===== src/rtl/multi_cycle_ctrl_if.sv =====
// Control bus between the multi-cycle sequencer and the shared ALU/memory datapath.
// The master side is the sequencer; the slave side is the datapath (or a testbench standing in for it).
interface multi_cycle_ctrl_if #(
    parameter int CNT_WIDTH = 32
);
    logic [5:0]           Opcode;
    logic                 MemReady;
    logic                 PCWrite;
    logic                 PCWriteCond;
    logic                 IorD;
    logic                 MemRead;
    logic                 MemWrite;
    logic                 IRWrite;
    logic                 MemtoReg;
    logic                 RegDst;
    logic                 RegWrite;
    logic                 ALUSrcA;
    logic [1:0]           ALUSrcB;
    logic [1:0]           ALUOp;
    logic [1:0]           PCSource;
    logic [3:0]           State;
    logic                 IllegalOp;
    logic                 BusError;
    logic [CNT_WIDTH-1:0] InstrCount;

    modport master (
        input  Opcode, MemReady,
        output PCWrite, PCWriteCond, IorD, MemRead, MemWrite, IRWrite,
               MemtoReg, RegDst, RegWrite, ALUSrcA, ALUSrcB, ALUOp, PCSource,
               State, IllegalOp, BusError, InstrCount
    );

    modport slave (
        output Opcode, MemReady,
        input  PCWrite, PCWriteCond, IorD, MemRead, MemWrite, IRWrite,
               MemtoReg, RegDst, RegWrite, ALUSrcA, ALUSrcB, ALUOp, PCSource,
               State, IllegalOp, BusError, InstrCount
    );
endinterface


===== src/rtl/multi_cycle_ctrl.sv =====
// Moore-style multi-cycle sequencer for a MIPS subset, with memory-ready timeout,
// sticky error flags and a retired-instruction counter.
module multi_cycle_ctrl #(
    parameter int CNT_WIDTH = 32,
    parameter int TIMEOUT   = 16
) (
    input  logic                clk,
    input  logic                reset,
    multi_cycle_ctrl_if.master  bus
);
    localparam logic [3:0] FETCH    = 4'd0;
    localparam logic [3:0] DECODE   = 4'd1;
    localparam logic [3:0] MEM_ADDR = 4'd2;
    localparam logic [3:0] MEM_RD   = 4'd3;
    localparam logic [3:0] MEM_WB   = 4'd4;
    localparam logic [3:0] MEM_WR   = 4'd5;
    localparam logic [3:0] EXEC_R   = 4'd6;
    localparam logic [3:0] R_WB     = 4'd7;
    localparam logic [3:0] BRANCH   = 4'd8;
    localparam logic [3:0] JUMP     = 4'd9;
    localparam logic [3:0] EXEC_I   = 4'd10;
    localparam logic [3:0] I_WB     = 4'd11;
    localparam logic [3:0] HALT     = 4'd12;

    localparam logic [5:0] OP_RTYPE = 6'd0;
    localparam logic [5:0] OP_J     = 6'd2;
    localparam logic [5:0] OP_BEQ   = 6'd4;
    localparam logic [5:0] OP_ADDI  = 6'd8;
    localparam logic [5:0] OP_SLTI  = 6'd10;
    localparam logic [5:0] OP_ANDI  = 6'd12;
    localparam logic [5:0] OP_ORI   = 6'd13;
    localparam logic [5:0] OP_LW    = 6'd35;
    localparam logic [5:0] OP_SW    = 6'd43;

    localparam int WAIT_W = $clog2(TIMEOUT + 1);

    logic [3:0]           state;
    logic [3:0]           state_next;
    logic [WAIT_W-1:0]    wait_cnt;
    logic [CNT_WIDTH-1:0] instr_count;
    logic                 illegal_op;
    logic                 bus_error;

    logic mem_state;
    logic timed_out;
    logic retire;

    assign mem_state = (state == FETCH) || (state == MEM_RD) || (state == MEM_WR);
    // A ready in the limit cycle still completes the access normally.
    assign timed_out = mem_state && !bus.MemReady && (wait_cnt == WAIT_W'(TIMEOUT));
    assign retire    = (state == MEM_WB) || (state == R_WB) || (state == BRANCH) ||
                       (state == JUMP) || (state == I_WB) ||
                       ((state == MEM_WR) && bus.MemReady);

    always_comb begin
        // NOTE: default first so every path assigns state_next and no latch is inferred.
        state_next = state;
        case (state)
            FETCH:    if (bus.MemReady) state_next = DECODE;
                      else if (timed_out) state_next = HALT;
            DECODE: begin
                case (bus.Opcode)
                    OP_RTYPE:                         state_next = EXEC_R;
                    OP_LW, OP_SW:                     state_next = MEM_ADDR;
                    OP_BEQ:                           state_next = BRANCH;
                    OP_J:                             state_next = JUMP;
                    OP_ADDI, OP_SLTI, OP_ANDI, OP_ORI: state_next = EXEC_I;
                    default:                          state_next = HALT;
                endcase
            end
            MEM_ADDR: state_next = (bus.Opcode == OP_LW) ? MEM_RD : MEM_WR;
            MEM_RD:   if (bus.MemReady) state_next = MEM_WB;
                      else if (timed_out) state_next = HALT;
            MEM_WB:   state_next = FETCH;
            MEM_WR:   if (bus.MemReady) state_next = FETCH;
                      else if (timed_out) state_next = HALT;
            EXEC_R:   state_next = R_WB;
            R_WB:     state_next = FETCH;
            BRANCH:   state_next = FETCH;
            JUMP:     state_next = FETCH;
            EXEC_I:   state_next = I_WB;
            I_WB:     state_next = FETCH;
            HALT:     state_next = HALT;
            default:  state_next = HALT;
        endcase
    end

    always_ff @(posedge clk) begin
        // NOTE: non-blocking assignments so every register samples pre-edge values.
        if (reset) begin
            state       <= FETCH;
            wait_cnt    <= '0;
            instr_count <= '0;
            illegal_op  <= 1'b0;
            bus_error   <= 1'b0;
        end else begin
            state <= state_next;
            if (state_next != state)
                wait_cnt <= '0;
            else if (mem_state && !bus.MemReady)
                wait_cnt <= wait_cnt + WAIT_W'(1);
            if ((state == DECODE) && (state_next == HALT))
                illegal_op <= 1'b1;
            if (timed_out)
                bus_error <= 1'b1;
            if (retire)
                instr_count <= instr_count + CNT_WIDTH'(1);
        end
    end

    logic       pc_write, pc_write_cond, iord, mem_read, mem_write, ir_write;
    logic       memto_reg, reg_dst, reg_write, alu_src_a;
    logic [1:0] alu_src_b, alu_op, pc_source;

    always_comb begin
        pc_write      = 1'b0;
        pc_write_cond = 1'b0;
        iord          = 1'b0;
        mem_read      = 1'b0;
        mem_write     = 1'b0;
        ir_write      = 1'b0;
        memto_reg     = 1'b0;
        reg_dst       = 1'b0;
        reg_write     = 1'b0;
        alu_src_a     = 1'b0;
        alu_src_b     = 2'b00;
        alu_op        = 2'b00;
        pc_source     = 2'b00;
        case (state)
            FETCH: begin
                mem_read  = 1'b1;
                alu_src_b = 2'b01;
                ir_write  = bus.MemReady;
                pc_write  = bus.MemReady;
            end
            DECODE:   alu_src_b = 2'b11;
            MEM_ADDR: begin
                alu_src_a = 1'b1;
                alu_src_b = 2'b10;
            end
            MEM_RD: begin
                mem_read = 1'b1;
                iord     = 1'b1;
            end
            MEM_WB: begin
                memto_reg = 1'b1;
                reg_write = 1'b1;
            end
            MEM_WR: begin
                mem_write = 1'b1;
                iord      = 1'b1;
            end
            EXEC_R: begin
                alu_src_a = 1'b1;
                alu_op    = 2'b10;
            end
            R_WB: begin
                reg_dst   = 1'b1;
                reg_write = 1'b1;
            end
            BRANCH: begin
                alu_src_a     = 1'b1;
                alu_op        = 2'b01;
                pc_write_cond = 1'b1;
                pc_source     = 2'b01;
            end
            JUMP: begin
                pc_write  = 1'b1;
                pc_source = 2'b10;
            end
            EXEC_I: begin
                alu_src_a = 1'b1;
                alu_src_b = 2'b10;
                alu_op    = 2'b11;
            end
            I_WB:     reg_write = 1'b1;
            default:  ;
        endcase
        // Side-effecting strobes are suppressed while reset is held, even mid-instruction.
        if (reset) begin
            pc_write      = 1'b0;
            pc_write_cond = 1'b0;
            ir_write      = 1'b0;
            mem_read      = 1'b0;
            mem_write     = 1'b0;
            reg_write     = 1'b0;
        end
    end

    assign bus.PCWrite     = pc_write;
    assign bus.PCWriteCond = pc_write_cond;
    assign bus.IorD        = iord;
    assign bus.MemRead     = mem_read;
    assign bus.MemWrite    = mem_write;
    assign bus.IRWrite     = ir_write;
    assign bus.MemtoReg    = memto_reg;
    assign bus.RegDst      = reg_dst;
    assign bus.RegWrite    = reg_write;
    assign bus.ALUSrcA     = alu_src_a;
    assign bus.ALUSrcB     = alu_src_b;
    assign bus.ALUOp       = alu_op;
    assign bus.PCSource    = pc_source;
    assign bus.State       = state;
    assign bus.IllegalOp   = illegal_op;
    assign bus.BusError    = bus_error;
    assign bus.InstrCount  = instr_count;
endmodule


===== src/flat_wrapper.sv =====
// flat-port wrapper written by rule: the top's interface ports become plain ports
module multi_cycle_ctrl_flat 
#(
    parameter int CNT_WIDTH = 32,
    parameter int TIMEOUT   = 16
)
  (clk, reset, bus_Opcode, bus_MemReady, bus_PCWrite, bus_PCWriteCond, bus_IorD, bus_MemRead, bus_MemWrite, bus_IRWrite, bus_MemtoReg, bus_RegDst, bus_RegWrite, bus_ALUSrcA, bus_ALUSrcB, bus_ALUOp, bus_PCSource, bus_State, bus_IllegalOp, bus_BusError, bus_InstrCount);
  multi_cycle_ctrl_if #(.CNT_WIDTH(CNT_WIDTH)) bus_i ();
  input  logic clk;
  input  logic reset;
  input wire logic [$bits(bus_i.Opcode)-1:0] bus_Opcode;
  input wire logic [$bits(bus_i.MemReady)-1:0] bus_MemReady;
  output wire logic [$bits(bus_i.PCWrite)-1:0] bus_PCWrite;
  output wire logic [$bits(bus_i.PCWriteCond)-1:0] bus_PCWriteCond;
  output wire logic [$bits(bus_i.IorD)-1:0] bus_IorD;
  output wire logic [$bits(bus_i.MemRead)-1:0] bus_MemRead;
  output wire logic [$bits(bus_i.MemWrite)-1:0] bus_MemWrite;
  output wire logic [$bits(bus_i.IRWrite)-1:0] bus_IRWrite;
  output wire logic [$bits(bus_i.MemtoReg)-1:0] bus_MemtoReg;
  output wire logic [$bits(bus_i.RegDst)-1:0] bus_RegDst;
  output wire logic [$bits(bus_i.RegWrite)-1:0] bus_RegWrite;
  output wire logic [$bits(bus_i.ALUSrcA)-1:0] bus_ALUSrcA;
  output wire logic [$bits(bus_i.ALUSrcB)-1:0] bus_ALUSrcB;
  output wire logic [$bits(bus_i.ALUOp)-1:0] bus_ALUOp;
  output wire logic [$bits(bus_i.PCSource)-1:0] bus_PCSource;
  output wire logic [$bits(bus_i.State)-1:0] bus_State;
  output wire logic [$bits(bus_i.IllegalOp)-1:0] bus_IllegalOp;
  output wire logic [$bits(bus_i.BusError)-1:0] bus_BusError;
  output wire logic [$bits(bus_i.InstrCount)-1:0] bus_InstrCount;
  assign bus_i.Opcode = bus_Opcode;
  assign bus_i.MemReady = bus_MemReady;
  assign bus_PCWrite = bus_i.PCWrite;
  assign bus_PCWriteCond = bus_i.PCWriteCond;
  assign bus_IorD = bus_i.IorD;
  assign bus_MemRead = bus_i.MemRead;
  assign bus_MemWrite = bus_i.MemWrite;
  assign bus_IRWrite = bus_i.IRWrite;
  assign bus_MemtoReg = bus_i.MemtoReg;
  assign bus_RegDst = bus_i.RegDst;
  assign bus_RegWrite = bus_i.RegWrite;
  assign bus_ALUSrcA = bus_i.ALUSrcA;
  assign bus_ALUSrcB = bus_i.ALUSrcB;
  assign bus_ALUOp = bus_i.ALUOp;
  assign bus_PCSource = bus_i.PCSource;
  assign bus_State = bus_i.State;
  assign bus_IllegalOp = bus_i.IllegalOp;
  assign bus_BusError = bus_i.BusError;
  assign bus_InstrCount = bus_i.InstrCount;
  multi_cycle_ctrl #(.CNT_WIDTH(CNT_WIDTH), .TIMEOUT(TIMEOUT)) u_core (.clk(clk), .reset(reset), .bus(bus_i));
endmodule

===== config.mk =====
export PLATFORM = sky130hd
export DESIGN_NAME = multi_cycle_ctrl_flat
export DESIGN_NICKNAME = d
export VERILOG_FILES = /design/src/rtl/multi_cycle_ctrl_if.sv /design/src/rtl/multi_cycle_ctrl.sv /design/src/flat_wrapper.sv
export SDC_FILE = /design/constraint.sdc
export NUM_CORES = 1
export LEC_CHECK = 0
export BUFFER_PORTS_ARGS = -buffer_cell sky130_fd_sc_hd__buf_2
export CAP_MARGIN = 20
export CORE_UTILIZATION = 50
export CTS_CLUSTER_SIZE = 20
export DETAILED_ROUTE_END_ITERATION = 12
export GPL_ROUTABILITY_DRIVEN = 0
export MAX_ROUTING_LAYER = met4
export PLACE_DENSITY = 0.82
export SLEW_MARGIN = 5
export SYNTH_ARGS = -nofsm -noshare
export SYNTH_HDL_FRONTEND = slang
export SYNTH_SLANG_ARGS = --single-unit

===== constraint.sdc =====
create_clock -name clk -period 6.3 [get_ports clk]
set_clock_uncertainty 0.15 [all_clocks]
set_input_delay 0.63 -clock clk [delete_from_list [all_inputs] [get_ports clk]]
set_output_delay 0.63 -clock clk [all_outputs]
set_load 0.1 [all_outputs]

Word level (Yosys, flattened, before mapping) --
Index checks and enable logic that the tools add are counted.
Word-level totals: flip-flop bits (word level) 43, bits of input ports 9, output and inout bits 54
Cells by class: add/subtract/negate cells 2, eq/ne operators 22, muxes and demuxes 26, reductions and logical operators 23
Operators with widths (count):
- $add A32 B1 Y32 const B | 1
- $pmux W4 S8 | 1
- $eq A6 B4 Y1 const B | 4
- $eq A4 B4 Y1 const B | 5
- $pmux W4 S5 | 1
- $eq A4 B3 Y1 const B | 4
- $mux W4 | 4
- $mux W1 | 15
- $eq A6 B6 Y1 const B | 2
- $pmux W2 S3 | 2
- $reduce_or A2 Y1 | 5
- $eq A4 B2 Y1 const B | 2
- $reduce_or A4 Y1 | 2
- $logic_or A1 B1 Y1 | 7
- $eq A6 B2 Y1 const B | 1
- $eq A6 B3 Y1 const B | 1
- $logic_not A6 Y1 | 1
- $add A5 B1 Y5 const B | 1
- $eq A5 B5 Y1 const B | 1
- $reduce_or A5 Y1 | 1
- $eq A4 B1 Y1 const B | 1
- $logic_and A1 B1 Y1 | 4
- $logic_not A4 Y1 | 1
- $ne A4 B4 Y1 | 1
- other kinds (5) | 5

Longest topological paths before layout --
Gate-level depths: netlist (run 1).
depth in word-level cells 10, mapped depth 8

Least setup slack after synthesis (run 1) --
OpenSTA, ideal clock, no wires.
path kind register to output, from register u_core.state[2], in the netlist u_core.bus.State[2], to output bus_RegWrite, arrival time 5345 ps, required time 5520 ps, setup slack 175 ps, cell stages (with the launch flop) 7, path through dfxtp_1 > clkbuf_1 > clkbuf_1 > nand2_1 > nor3_1 > nor2_1 > nor2_1
On the way: word-level cells in the longest chain between the ends 4, elaborated cells between the ends (all ways) 6, those cells by class eq/ne: 3; mux: 2; reduce/logical: 1
Ends and longest elaborated chain:
- start: declaration | RTL line multi_cycle_ctrl.sv:37 | logic [3:0] state;
- start signal: assignment | RTL line multi_cycle_ctrl.sv:97 | state <= state_next;
- $eq A4 B4 Y1 / $eq A4 B3 Y1 (equally long branches) | RTL line multi_cycle_ctrl.sv:129 | case (state)
- $reduce_or A3 Y1 (no line) *
- $mux W1 * | RTL line multi_cycle_ctrl.sv:129
- $mux W1 * | RTL line multi_cycle_ctrl.sv:180 | if (reset) begin
- end: declaration | RTL line flat_wrapper.sv:21 | output wire logic [$bits(bus_i.RegWrite)-1:0] bus_RegWrite;
Mark *: on every way between the ends. The rest lies on a longest branch, timed or not.

Final worst setup path (run 1) --
from register u_core.state[0], in the netlist u_core.bus.State[0], to register u_core.instr_count[30], in the netlist u_core.bus.InstrCount[30]
On the way: word-level cells in the longest chain between the ends 6, elaborated cells between the ends (all ways) 12, those cells by class eq/ne: 6; reduce/logical: 6
Ends and longest elaborated chain:
- $eq A4 B3 Y1 | RTL line multi_cycle_ctrl.sv:51 | assign retire = (state == MEM_WB) || (state == R_WB) || (state == BRANCH) ||
- $logic_or A1 B1 Y1 (3 in a row) | RTL line multi_cycle_ctrl.sv:51
- $logic_or A1 B1 Y1 | RTL line multi_cycle_ctrl.sv:52 | (state == JUMP) || (state == I_WB) ||
- $logic_or A1 B1 Y1 * | RTL line multi_cycle_ctrl.sv:52
- end signal: assignment | RTL line multi_cycle_ctrl.sv:107 | instr_count <= instr_count + CNT_WIDTH'(1);
- end: declaration | RTL line multi_cycle_ctrl.sv:40 | logic [CNT_WIDTH-1:0] instr_count;
Marked as above. A chain may end at the register's enable or synchronous reset.

==> results.md, run 1 <==
* Most frequent cells in the layout: buf_2 (62), nor2_1 (49), dfxtp_1 (43), a21oi_1 (20), nor3_1 (17)
* Slowest cell on the critical path: dfxtp_1
* Die Area at 5610 sq um
* Post-Syn Area at 2660 sq um
* Worst Setup SP: u_core.bus.State[0]
* Nets@finish at 394
* Worst-skew pair later-pin latency at 300 ps
* Buffers on Ports at 62
* Synth top area share at 32.4%
* DRT iter0 DRCs at 196
* Post-synthesis mux area share at 4.95%
* Global-route wire length before repair at 9620 microns
* Setup TNS at 0 ps
* Sw Ratio at 42.0%
* Post-DR wirelength/cell at 13.2 microns
* XOR/XNOR Fraction of Synth Area at 5.93%
* RSZ-0062 raised after global routing: false
* P&R area growth vs syn at 15.6%
* LEAKAGE at 1.27 nW
* Crit-path max FO at 23
* Number of global-route vias before repair at 2084
* Vias at 2553
* Ys async rst share at 0%
* Seq/Total Area, Yosys at 32.4%
* Detail Route Antenna Nets at 0
* Yosys warns at 0
* TritonRoute pass-1 iters at 5
* Final setup violation count at 0
* Max Root-Sink Buffers at 2
* CTS Buf Count at 5
* Final Max Slew Viols at 0
* WP buf/inv at 0
* Fmax at 310 MHz
* Worst slew margin at 35.4%
* Setup WS post-layout at 3070 ps
* Largest net degree at the start of global routing at 60
* Synth top area cells: dfxtp_1 (32%), nor2_1 (6.9%), xnor2_1 (4.6%), mux2_2 (3.8%), a21oi_1 (3.8%)
* GRT overflow at 0
* DRT Wirelength at 6000 microns
* Worst IR drop on VDD at 0.170 mV
* I/O Pins at 63
* Hold Crit Class: register to register
* Psw at 0.000341 W
* Met2 wire len at 2730 microns
* Sequential power share at 37.5%
* WL met3 at 341 microns
* CTS sink cnt at 43
* MaxCap Viol Count at 0
* Area leader, netlist: dfxtp_1
* Syn nets at 348
* Met1 wire length at 2880 microns
* Post-CTS resize count at 0
* # DRC at 0
* WP data required at 6350 ps
* Synth Area in Simple Gates at 35.9%
* GRT Resource Usage Total at 22.7%
* Setup repair bufs after CTS at 0
* Crit start category: register
* Hold_sp: u_core.bus.BusError
* Worst r2r src: u_core.bus.State[0]
* Initial Utilization at 52.0%
* Post-synth cell types at 59
* Type of the worst setup path: register to register
* Adder-Cell Fraction of Synth Area at 1.41%
* Period utilization at 51.2%
* H-tree levels at 2
* Seq cells post-synth at 43
* Critical Path AT at 3280 ps
* DIE WIDTH at 74.9 microns
* Hold-fix buffer count after cts at 0
* Logic gate share of total power at 35.1%
* Cell Rows at 26
* Largest family of logic cells by synthesized area: simple AND/OR/NAND/NOR gates
* Total Power at 0.000813 W
* Die H at 74.9 microns
* Antenna violations before repair at 0
* Final Non-Filler Cells at 453
* Number of synthesized flops with an enable pin at 0
* Mean post-synth cell area at 7.91 sq um
* Internal at 0.000471 W
* Worst hold slack at 329 ps
* Critical Path, Cell by Cell: nor2b_1 > or4b_1 > nor3_2 > and3_1 > mux2_2
* Via density at 5.64
* Status: completed
* Share of layout cells above drive strength 1 at 23.0%
* CORE AREA at 5110 sq um
* N_diodes at 0
* Setup crit end kind: register
* Max layer used: met4
* Commonest non-fill, non-tap cell in the layout: buf_2
* Power share of the clock group at 27.4%
* CTS root buffer: clkbuf_8
* Setup WS pre-CTS at 3090 ps
* Final min period at 3230 ps
* Inst Count DP at 445
* Final hold viol count at 0
* Main flop type after synthesis: dfxtp_1
* Power density cells at 265 nW/um^2
* Clock slew at reported path FFs at 80 ps
* Worst Max-Slew Pin Slew at 968 ps
* Crit path max-delay family: simple AND/OR/NAND/NOR gates
* CTS tree: built
* DP HPWL at 4290 microns
* Mapped Cells at 336
* Synth Area in Compound Gates at 13.9%
* Slowest cell delay on critical path at 770 ps
## synthesized netlist by cell type (3+ instances only)
master    number
xor2_1         4
nor2b_1       12
and2_1         4
nand3_1       11
and3_1         5
or4_1          6
nor3_1        17
ha_1           3
xnor2_1       14
o31ai_1        5
a21oi_1       20
nand2_1       16
nor2_1        49
mux2_2         9
clkbuf_1      17
nand2b_1       7
and4_1         6
a31o_2         4
o21ai_0        6
inv_1         10
nand4_1        8
nor4_1         6
buf_1          3
mux2i_1        3
dfxtp_1       43
nor4b_1        4
## final timing paths
path | to | slack, ps | cells past startpoint
hold reg to reg | u_core.bus.BusError | 330 | 2
hold / removal | u_core.bus.BusError | 330 | 2
setup reg to reg | u_core.bus.InstrCount[30] | 3070 | 5
setup / recovery | u_core.bus.InstrCount[30] | 3070 | 5
## worst register-to-register path, cell delays in order, from the launching register on
cell	delay [ps]
dfxtp_1	770
nor2b_1	280
or4b_1	710
nor3_2	630
and3_1	270
mux2_2	330
## logic make-up after synthesis
group | after synthesis
buffers and inverters | 34
adder cells (fa/ha/maj) | 3
AO/OA/AOI/OAI | 55
XOR/XNOR | 18
flip-flops | 43
multiplexers | 12
AND/OR/NAND/NOR | 171
## registers in the layout, summed over array words and instances (netlist names)
register,count
u_core.bus.IllegalOp,1
u_core.wait_cnt,5
u_core.bus.State,4
u_core.bus.BusError,1
u_core.bus.InstrCount,32
## stage by stage
stage	utilization (%)	instance area (sq um)
2_1_floorplan	-	2660
3_3_place_gp	57.8	2950
3_5_place_dp	57.8	2950
4_1_cts	60.1	3070
5_1_grt	60.1	3070
6_report	60.1	3070
## layer usage
| metal | vias to the layer above | GRT usage, % |
|---|---|---|
| met2 | 80 | 34.0 |
| met4 | 0 | 6.92 |
| met1 | 1165 | 30.5 |
| li1 | 1303 | - |
| met5 | - | - |
| met3 | 5 | 5.09 |
## power by group through the flow
stage	registers, W	clock network [W]	logic [W]
global route	0.000308	0.000238	0.000302
finish	0.000305	0.000222	0.000285
CTS	0.000304	0.000228	0.000285
floorplan	0.000345	0	0.000206
detailed placement	0.000311	0	0.000284
global placement	0.000310	0	0.000282
## layout make-up
type / instances / area [sq um]
clock buffer: 6 / 82.6
clock inverter: 2 / 35.0
fill: 458 / 2040
inverter: 10 / 37.5
multi-input combinational: 259 / 1650
sequential: 43 / 861
tap: 70 / 87.6
timing repair buffer: 63 / 318
Power figures use the tool's default switching activity.
==> run 2, diff against run 1 <==
--- a/config.mk
+++ b/config.mk
@@ -7,12 +7,12 @@
 export LEC_CHECK = 0
 export BUFFER_PORTS_ARGS = -buffer_cell sky130_fd_sc_hd__buf_2
 export CAP_MARGIN = 20
-export CORE_UTILIZATION = 50
+export CORE_UTILIZATION = 49
 export CTS_CLUSTER_SIZE = 20
 export DETAILED_ROUTE_END_ITERATION = 12
 export GPL_ROUTABILITY_DRIVEN = 0
 export MAX_ROUTING_LAYER = met4
-export PLACE_DENSITY = 0.82
+export PLACE_DENSITY = 0.84
 export SLEW_MARGIN = 5
 export SYNTH_ARGS = -nofsm -noshare
 export SYNTH_HDL_FRONTEND = slang
==> constraint.sdc (replaced) <==
create_clock -name clk -period 2.9 [get_ports clk]
set_clock_uncertainty 0.15 [all_clocks]
set_input_delay 0.29 -clock clk [delete_from_list [all_inputs] [get_ports clk]]
set_output_delay 0.29 -clock clk [all_outputs]
set_load 0.1 [all_outputs]
==> run 2 against run 1 <==
  * Cell count grew 1.1%
  * Hold slack got worse by 23 ps
  * Global-route usage grew 2.2 points
  * Setup slack lost 2800 ps
  * Non-clock buffer count up 5
  * Sequential share of layout area is 0.83 points lower
  * Sequential cell count is the same
  * Utilization increased by 2.0 points
  * Sequential power increased by 110%
  * First-iteration DRC count increased by 25%
  * Clock-buffer cell count is the same
==> results.md, run 2 (synthesized netlist as in run 1, its figures left out) <==
* Die Area at 5720 sq um (was 5610 sq um)
* Register area at 873 sq um (was 861 sq um)
* Setup WS pre-CTS at 338 ps (was 3090 ps)
* Critical Path, Cell by Cell: and2_1 > or4_1 > nor3_1 > and4_1 > mux2_2 (was nor2b_1 > or4b_1 > nor3_2 > and3_1 > mux2_2)
* P&R area growth vs syn at 20.9% (was 15.6%)
* Initial Utilization at 51.4% (was 52.0%)
* GRT Resource Usage Total at 24.9% (was 22.7%)
* Worst IR drop on VDD at 0.412 mV (was 0.170 mV)
* Final min period at 2600 ps (was 3230 ps)
* Setup crit end kind: register (unchanged)
* Setup repair bufs after CTS at 0 (unchanged)
* CTS tree: built (unchanged)
* Power density cells at 573 nW/um^2 (was 265 nW/um^2)
* RSZ-0062 raised after global routing: false (unchanged)
* Status: completed (unchanged)
* Final Max Slew Viols at 0 (unchanged)
* Final setup violation count at 0 (unchanged)
* Hold Crit Class: input pin to register (was register to register)
* Crit-path max FO at 25 (was 23)
* Crit start category: register (unchanged)
* Worst-skew pair later-pin latency at 300 ps (about the same)
* H-tree levels at 2 (unchanged)
* Worst slew margin at 41.6% (was 35.4%)
* I/O Pins at 63 (unchanged)
* TritonRoute pass-1 iters at 4 (was 5)
* GRT overflow at 0 (unchanged)
* CORE AREA at 5170 sq um (was 5110 sq um)
* Nets@finish at 399 (was 394)
* Most frequent cells in the layout: buf_2 (62), nor2_1 (46), dfxtp_1 (35), a21oi_1 (19), nand2_1 (16) (was buf_2 (62), nor2_1 (49), dfxtp_1 (43), a21oi_1 (20), nor3_1 (17))
* Critical Path AT at 2650 ps (was 3280 ps)
* CTS root buffer: clkbuf_8 (unchanged)
* Vias at 2685 (was 2553)
* LEAKAGE at 1.31 nW (was 1.27 nW)
* Slowest cell on the critical path: or4_1 (was dfxtp_1)
* DP HPWL at 4600 microns (was 4290 microns)
* Clock slew at reported path FFs at 90 ps (was 80 ps)
* Largest net degree at the start of global routing at 39 (was 60)
* Post-CTS resize count at 0 (unchanged)
* DRT Wirelength at 6590 microns (was 6000 microns)
* Slowest cell delay on critical path at 560 ps (was 770 ps)
* Type of the worst setup path: register to register (unchanged)
* Share of layout cells above drive strength 1 at 28.9% (was 23.0%)
* Final hold viol count at 0 (unchanged)
* Worst Max-Slew Pin Slew at 863 ps (was 968 ps)
* # DRC at 0 (unchanged)
* Fmax at 384 MHz (was 310 MHz)
* Global-route wire length before repair at 10600 microns (was 9620 microns)
* Buffers on Ports at 62 (unchanged)
* Period utilization at 89.7% (was 51.2%)
* CTS sink cnt at 43 (unchanged)
* Antenna violations before repair at 0 (unchanged)
* N_diodes at 0 (unchanged)
* Final Core Density at 62.1% (was 60.1%)
* Via density at 5.86 (was 5.64)
* MaxCap Viol Count at 0 (unchanged)
* Max FFs per register at 32 (unchanged)
* Detail Route Antenna Nets at 0 (unchanged)
* Die H at 75.6 microns (was 74.9 microns)
* Setup WS post-layout at 298 ps (was 3070 ps)
* Number of global-route vias before repair at 2374 (was 2084)
* Inst Count DP at 450 (was 445)
* Area of the multi-input gates at 1740 sq um (was 1650 sq um)
* DIE WIDTH at 75.6 microns (was 74.9 microns)
* Hold-fix buffer count after cts at 0 (unchanged)
* Cell Rows at 26 (unchanged)
* Total Power at 0.00184 W (was 0.000813 W)
* Commonest non-fill, non-tap cell in the layout: buf_2 (unchanged)
* CTS Buf Count at 5 (unchanged)
* DRT iter0 DRCs at 245 (was 196)
* WP data required at 2950 ps (was 6350 ps)
* Fillcell total at 444 (was 458)
* Final Non-Filler Cells at 458 (was 453)
* Max Root-Sink Buffers at 2 (unchanged)
* Post-DR wirelength/cell at 14.4 microns (was 13.2 microns)
==> run 2: changes by cell type in the layout (fill, tap and decap cells not counted), sizes merged <==
| cell | before | now |
|---|---|---|
| buf | 63 | 68 |
| clkinv | 1 | 0 |
| inv | 10 | 11 |
==> run 2: area by class of cell <==
| type | instances | area share [%] |
|---|---|---|
| multi-input combinational | 259 | 54.1 |
| sequential | 43 | 27.2 |
| timing repair buffer | 68 | 11.1 |
| tap | 70 | 2.73 |
| clock buffer | 6 | 2.57 |
| clock inverter | 2 | 1.21 |
| inverter | 10 | 1.17 |
==> run 2: critical path: cells and delay by family, from the launching register on <==
family,cells,cell delay [ps]
multiplexers,1,330
flip-flops,1,440
AND/OR/NAND/NOR,4,1580
==> run 2: power breakdown <==
| part | switching (W) | internal, W |
|---|---|---|
| combinational | 0.000525 | 0.000153 |
| clock | 0.000224 | 0.000284 |
| sequential | 0.0000421 | 0.000611 |
| total | 0.000791 | 0.00105 |
==> run 2: worst paths after layout <==
| check | startpoint | to | slack [ps] | cells past startpoint |
|---|---|---|---|---|
| setup / recovery | u_core.bus.State[2] | u_core.bus.InstrCount[29] | 300 | 5 |
| hold / removal | bus_Opcode[4] | u_core.bus.State[1] | 310 | 4 |
| setup reg to reg | u_core.bus.State[2] | u_core.bus.InstrCount[29] | 300 | 5 |
| hold reg to reg | u_core.bus.BusError | u_core.bus.BusError | 350 | 2 |
==> run 2: layer usage <==
| layer | wire length (microns) | global-route usage, % | share of wire, % |
|---|---|---|---|
| met1 | 3010 | 31.7 | 46 |
| met2 | 3080 | 40.1 | 47 |
| met3 | 435 | 4.63 | 6.6 |
| met4 | 70 | 7.61 | 1.1 |
| met5 | 0 | - | 0 |
==> run 2: through the flow <==
| step | hold WS (ps) | cell area, sq um | TNS (ps) |
|---|---|---|---|
| after floorplan | 397 | 2760 | -766 |
| after global placement | 319 | 3090 | 0 |
| after detailed placement | 314 | 3090 | 0 |
| after CTS | 275 | 3210 | 0 |
| after global routing | 368 | 3210 | 0 |
| final | 306 | 3210 | 0 |
==> run 3, diff against run 2 <==
--- a/config.mk
+++ b/config.mk
@@ -7,10 +7,12 @@
 export LEC_CHECK = 0
 export BUFFER_PORTS_ARGS = -buffer_cell sky130_fd_sc_hd__buf_2
 export CAP_MARGIN = 20
+export CORE_MARGIN = 4
 export CORE_UTILIZATION = 49
 export CTS_CLUSTER_SIZE = 20
 export DETAILED_ROUTE_END_ITERATION = 12
 export GPL_ROUTABILITY_DRIVEN = 0
+export GPL_TIMING_DRIVEN = 0
 export MAX_ROUTING_LAYER = met4
 export PLACE_DENSITY = 0.84
 export SLEW_MARGIN = 5
==> run 3 against run 2 <==
  * Non-clock buffer count up 17
  * Register-to-register slack worse by 210 ps
  * Critical path type unchanged
  * Maximum frequency is 7.5% lower
  * Combinational power grew 4.9%
  * Setup slack got worse by 210 ps
  * Cell count grew 3.7%
  * Sequential share of layout area down 0.68 points
  * Hold slack better by 9.8 ps
==> results.md, run 3 (synthesized netlist as in run 1, its figures left out) <==
* Status: completed (unchanged)
* Die H at 81.6 microns (was 75.6 microns)
* Post-DP Area at 3150 sq um (was 3090 sq um)
* N_diodes at 0 (unchanged)
* Inst Count DP at 468 (was 450)
* GRT busiest layer: met2 (unchanged)
* Hold Crit Class: input pin to register (unchanged)
* Worst-skew pair later-pin latency at 310 ps (was 300 ps)
* Via density at 5.82 (was 5.86)
* Commonest non-fill, non-tap cell in the layout: buf_2 (unchanged)
* CTS sink cnt at 43 (unchanged)
* Buffers on Ports at 62 (unchanged)
* Antenna violations before repair at 0 (unchanged)
* P&R area growth vs syn at 24.0% (was 20.9%)
* Number of global-route vias before repair at 2527 (was 2374)
* DRT iter0 DRCs at 260 (was 245)
* Fmax at 356 MHz (was 384 MHz)
* Initial Utilization at 51.4% (unchanged)
* Period utilization at 97.0% (was 89.7%)
* Power share of the clock group at 29.4% (was 27.6%)
* Final setup violation count at 0 (unchanged)
* GRT overflow at 0 (unchanged)
* Worst slew margin at 52.4% (was 41.6%)
* DRT Wirelength at 7120 microns (was 6590 microns)
* Crit start category: register (unchanged)
* H-tree levels at 2 (unchanged)
* Worst hold slack at 315 ps (was 306 ps)
* # DRC at 0 (unchanged)
* MaxCap Viol Count at 0 (unchanged)
* CTS tree: built (unchanged)
* I/O Pins at 63 (unchanged)
* CTS Buf Count at 5 (unchanged)
* RSZ-0062 raised after global routing: false (unchanged)
* Setup TNS at 0 ps (unchanged)
* Cell Rows at 26 (unchanged)
* WP data required at 2970 ps (was 2950 ps)
* CORE AREA at 5170 sq um (unchanged)
* Worst IR drop on VDD at 0.635 mV (was 0.412 mV)
* Logic gate share of total power at 37.2% (was 36.9%)
* Setup crit end kind: register (unchanged)
* Total Power at 0.00191 W (was 0.00184 W)
* GRT Resource Usage Total at 22.8% (was 24.9%)
* Critical Path AT at 2890 ps (was 2650 ps)
* Detail Route Antenna Nets at 0 (unchanged)
* Max Root-Sink Buffers at 2 (unchanged)
* TritonRoute pass-1 iters at 5 (was 4)
* Area of the multi-input gates at 1740 sq um (unchanged)
* Sequential power share at 33.4% (was 35.5%)
* Most frequent cells in the layout: buf_2 (63), nor2_1 (46), dfxtp_1 (35), a21oi_1 (19), nand2_1 (16) (was buf_2 (62), nor2_1 (46), dfxtp_1 (35), a21oi_1 (19), nand2_1 (16))
* Max FFs per register at 32 (unchanged)
* Grt met2 use at 36.2% (was 40.1%)
* Global-route wire length before repair at 11700 microns (was 10600 microns)
* Final hold viol count at 0 (unchanged)
* Die Area at 6660 sq um (was 5720 sq um)
* Met3 Use GR at 4.71% (was 4.63%)
* Psw at 0.000798 W (was 0.000791 W)
* Fillcell total at 460 (was 444)
* Power density cells at 580 nW/um^2 (was 573 nW/um^2)
* Nets@finish at 416 (was 399)
* Final instance area at 3290 sq um (was 3210 sq um)
* LEAKAGE at 1.34 nW (was 1.31 nW)
* Share of layout cells above drive strength 1 at 28.1% (was 28.9%)
* Final Non-Filler Cells at 475 (was 458)
* Post-DR wirelength/cell at 15.0 microns (was 14.4 microns)
* Crit-path max FO at 10 (was 25)
* Clock slew at reported path FFs at 90 ps (about the same)
* Type of the worst setup path: register to register (unchanged)
* DIE WIDTH at 81.6 microns (was 75.6 microns)
* M1 GR Usage at 29.6% (was 31.7%)
* Largest net degree at the start of global routing at 15 (was 39)
* Worst Max-Slew Pin Slew at 705 ps (was 863 ps)
* Setup repair bufs after CTS at 0 (unchanged)
* Register area at 873 sq um (unchanged)
* CTS root buffer: clkbuf_8 (unchanged)
* Internal at 0.00111 W (was 0.00105 W)
* Vias at 2764 (was 2685)
* Final Max Slew Viols at 0 (unchanged)
* DP HPWL at 5260 microns (was 4600 microns)
* Final min period at 2810 ps (was 2600 ps)
* Sw Ratio at 41.8% (was 43.0%)
run 3: cell count changes in the layout (fill, tap and decap cells not counted), sizes merged:
cell / delta
clkbuf: +16
bufinv: +1
run 3: layer usage:
metal | part of all wire [%] | vias to the layer above | wire length [microns]
met5 | 0 | - | 0
met1 | 46 | 1298 | 3280
met4 | 1.7 | 0 | 120
met2 | 46 | 103 | 3250
met3 | 6.7 | 16 | 476
li1 | - | 1347 | -
run 3: power groups by stage:
stage	registers, W	logic (W)	clock network (W)
2_1_floorplan	0.000754	0.000479	0
3_3_place_gp	0.000650	0.000691	0
3_5_place_dp	0.000650	0.000703	0
4_1_cts	0.000636	0.000705	0.000567
5_1_grt	0.000639	0.000754	0.000587
6_report	0.000637	0.000711	0.000562
run 3: worst max-delay path: stages (launching register included):
cell and delay (ps):
dfxtp_2 340, clkbuf_1 200, or4b_2 800, nor4bb_1 520, a311o_1 230, nand4_1 240, nor3_1 250
run 3: path summary, 6_finish.rpt:
check	from	end	slack, ps	cells after the start
worst max register to register	u_core.bus.State[1]	u_core.wait_cnt[3]	90	6
worst min-delay path	reset	u_core.bus.InstrCount[22]	320	4
worst max-delay path	u_core.bus.State[1]	u_core.wait_cnt[3]	90	6
worst min register to register	u_core.bus.BusError	u_core.bus.BusError	330	2
run 3: final cells by class:
cell class                      count  share of cell area [%]
Clock inverter                      3                    2.01
Timing Repair Buffer               62                    9.57
Clock buffer                        5                    2.09
Sequential cell                    43                    26.5
Buffer                             23                    3.30
Inverter                           10                    1.14
Tap cell                           70                    2.66
Multi-Input combinational cell    259                    52.7
run 3: timing repair:
| item | in CTS | in global routing |
|---|---|---|
| resized for setup | 2 | 5 |
| endpoints found under the setup margin | 2 | 5 |
| hold buffers | 0 | 0 |
run 3: through the flow:
step	utilization, %	worst slack, ps
4_1_cts	63.7	13.3
2_1_floorplan	-	-476
3_3_place_gp	61.0	142
5_1_grt	63.7	9.03
3_5_place_dp	61.0	135
6_report	63.7	87.2
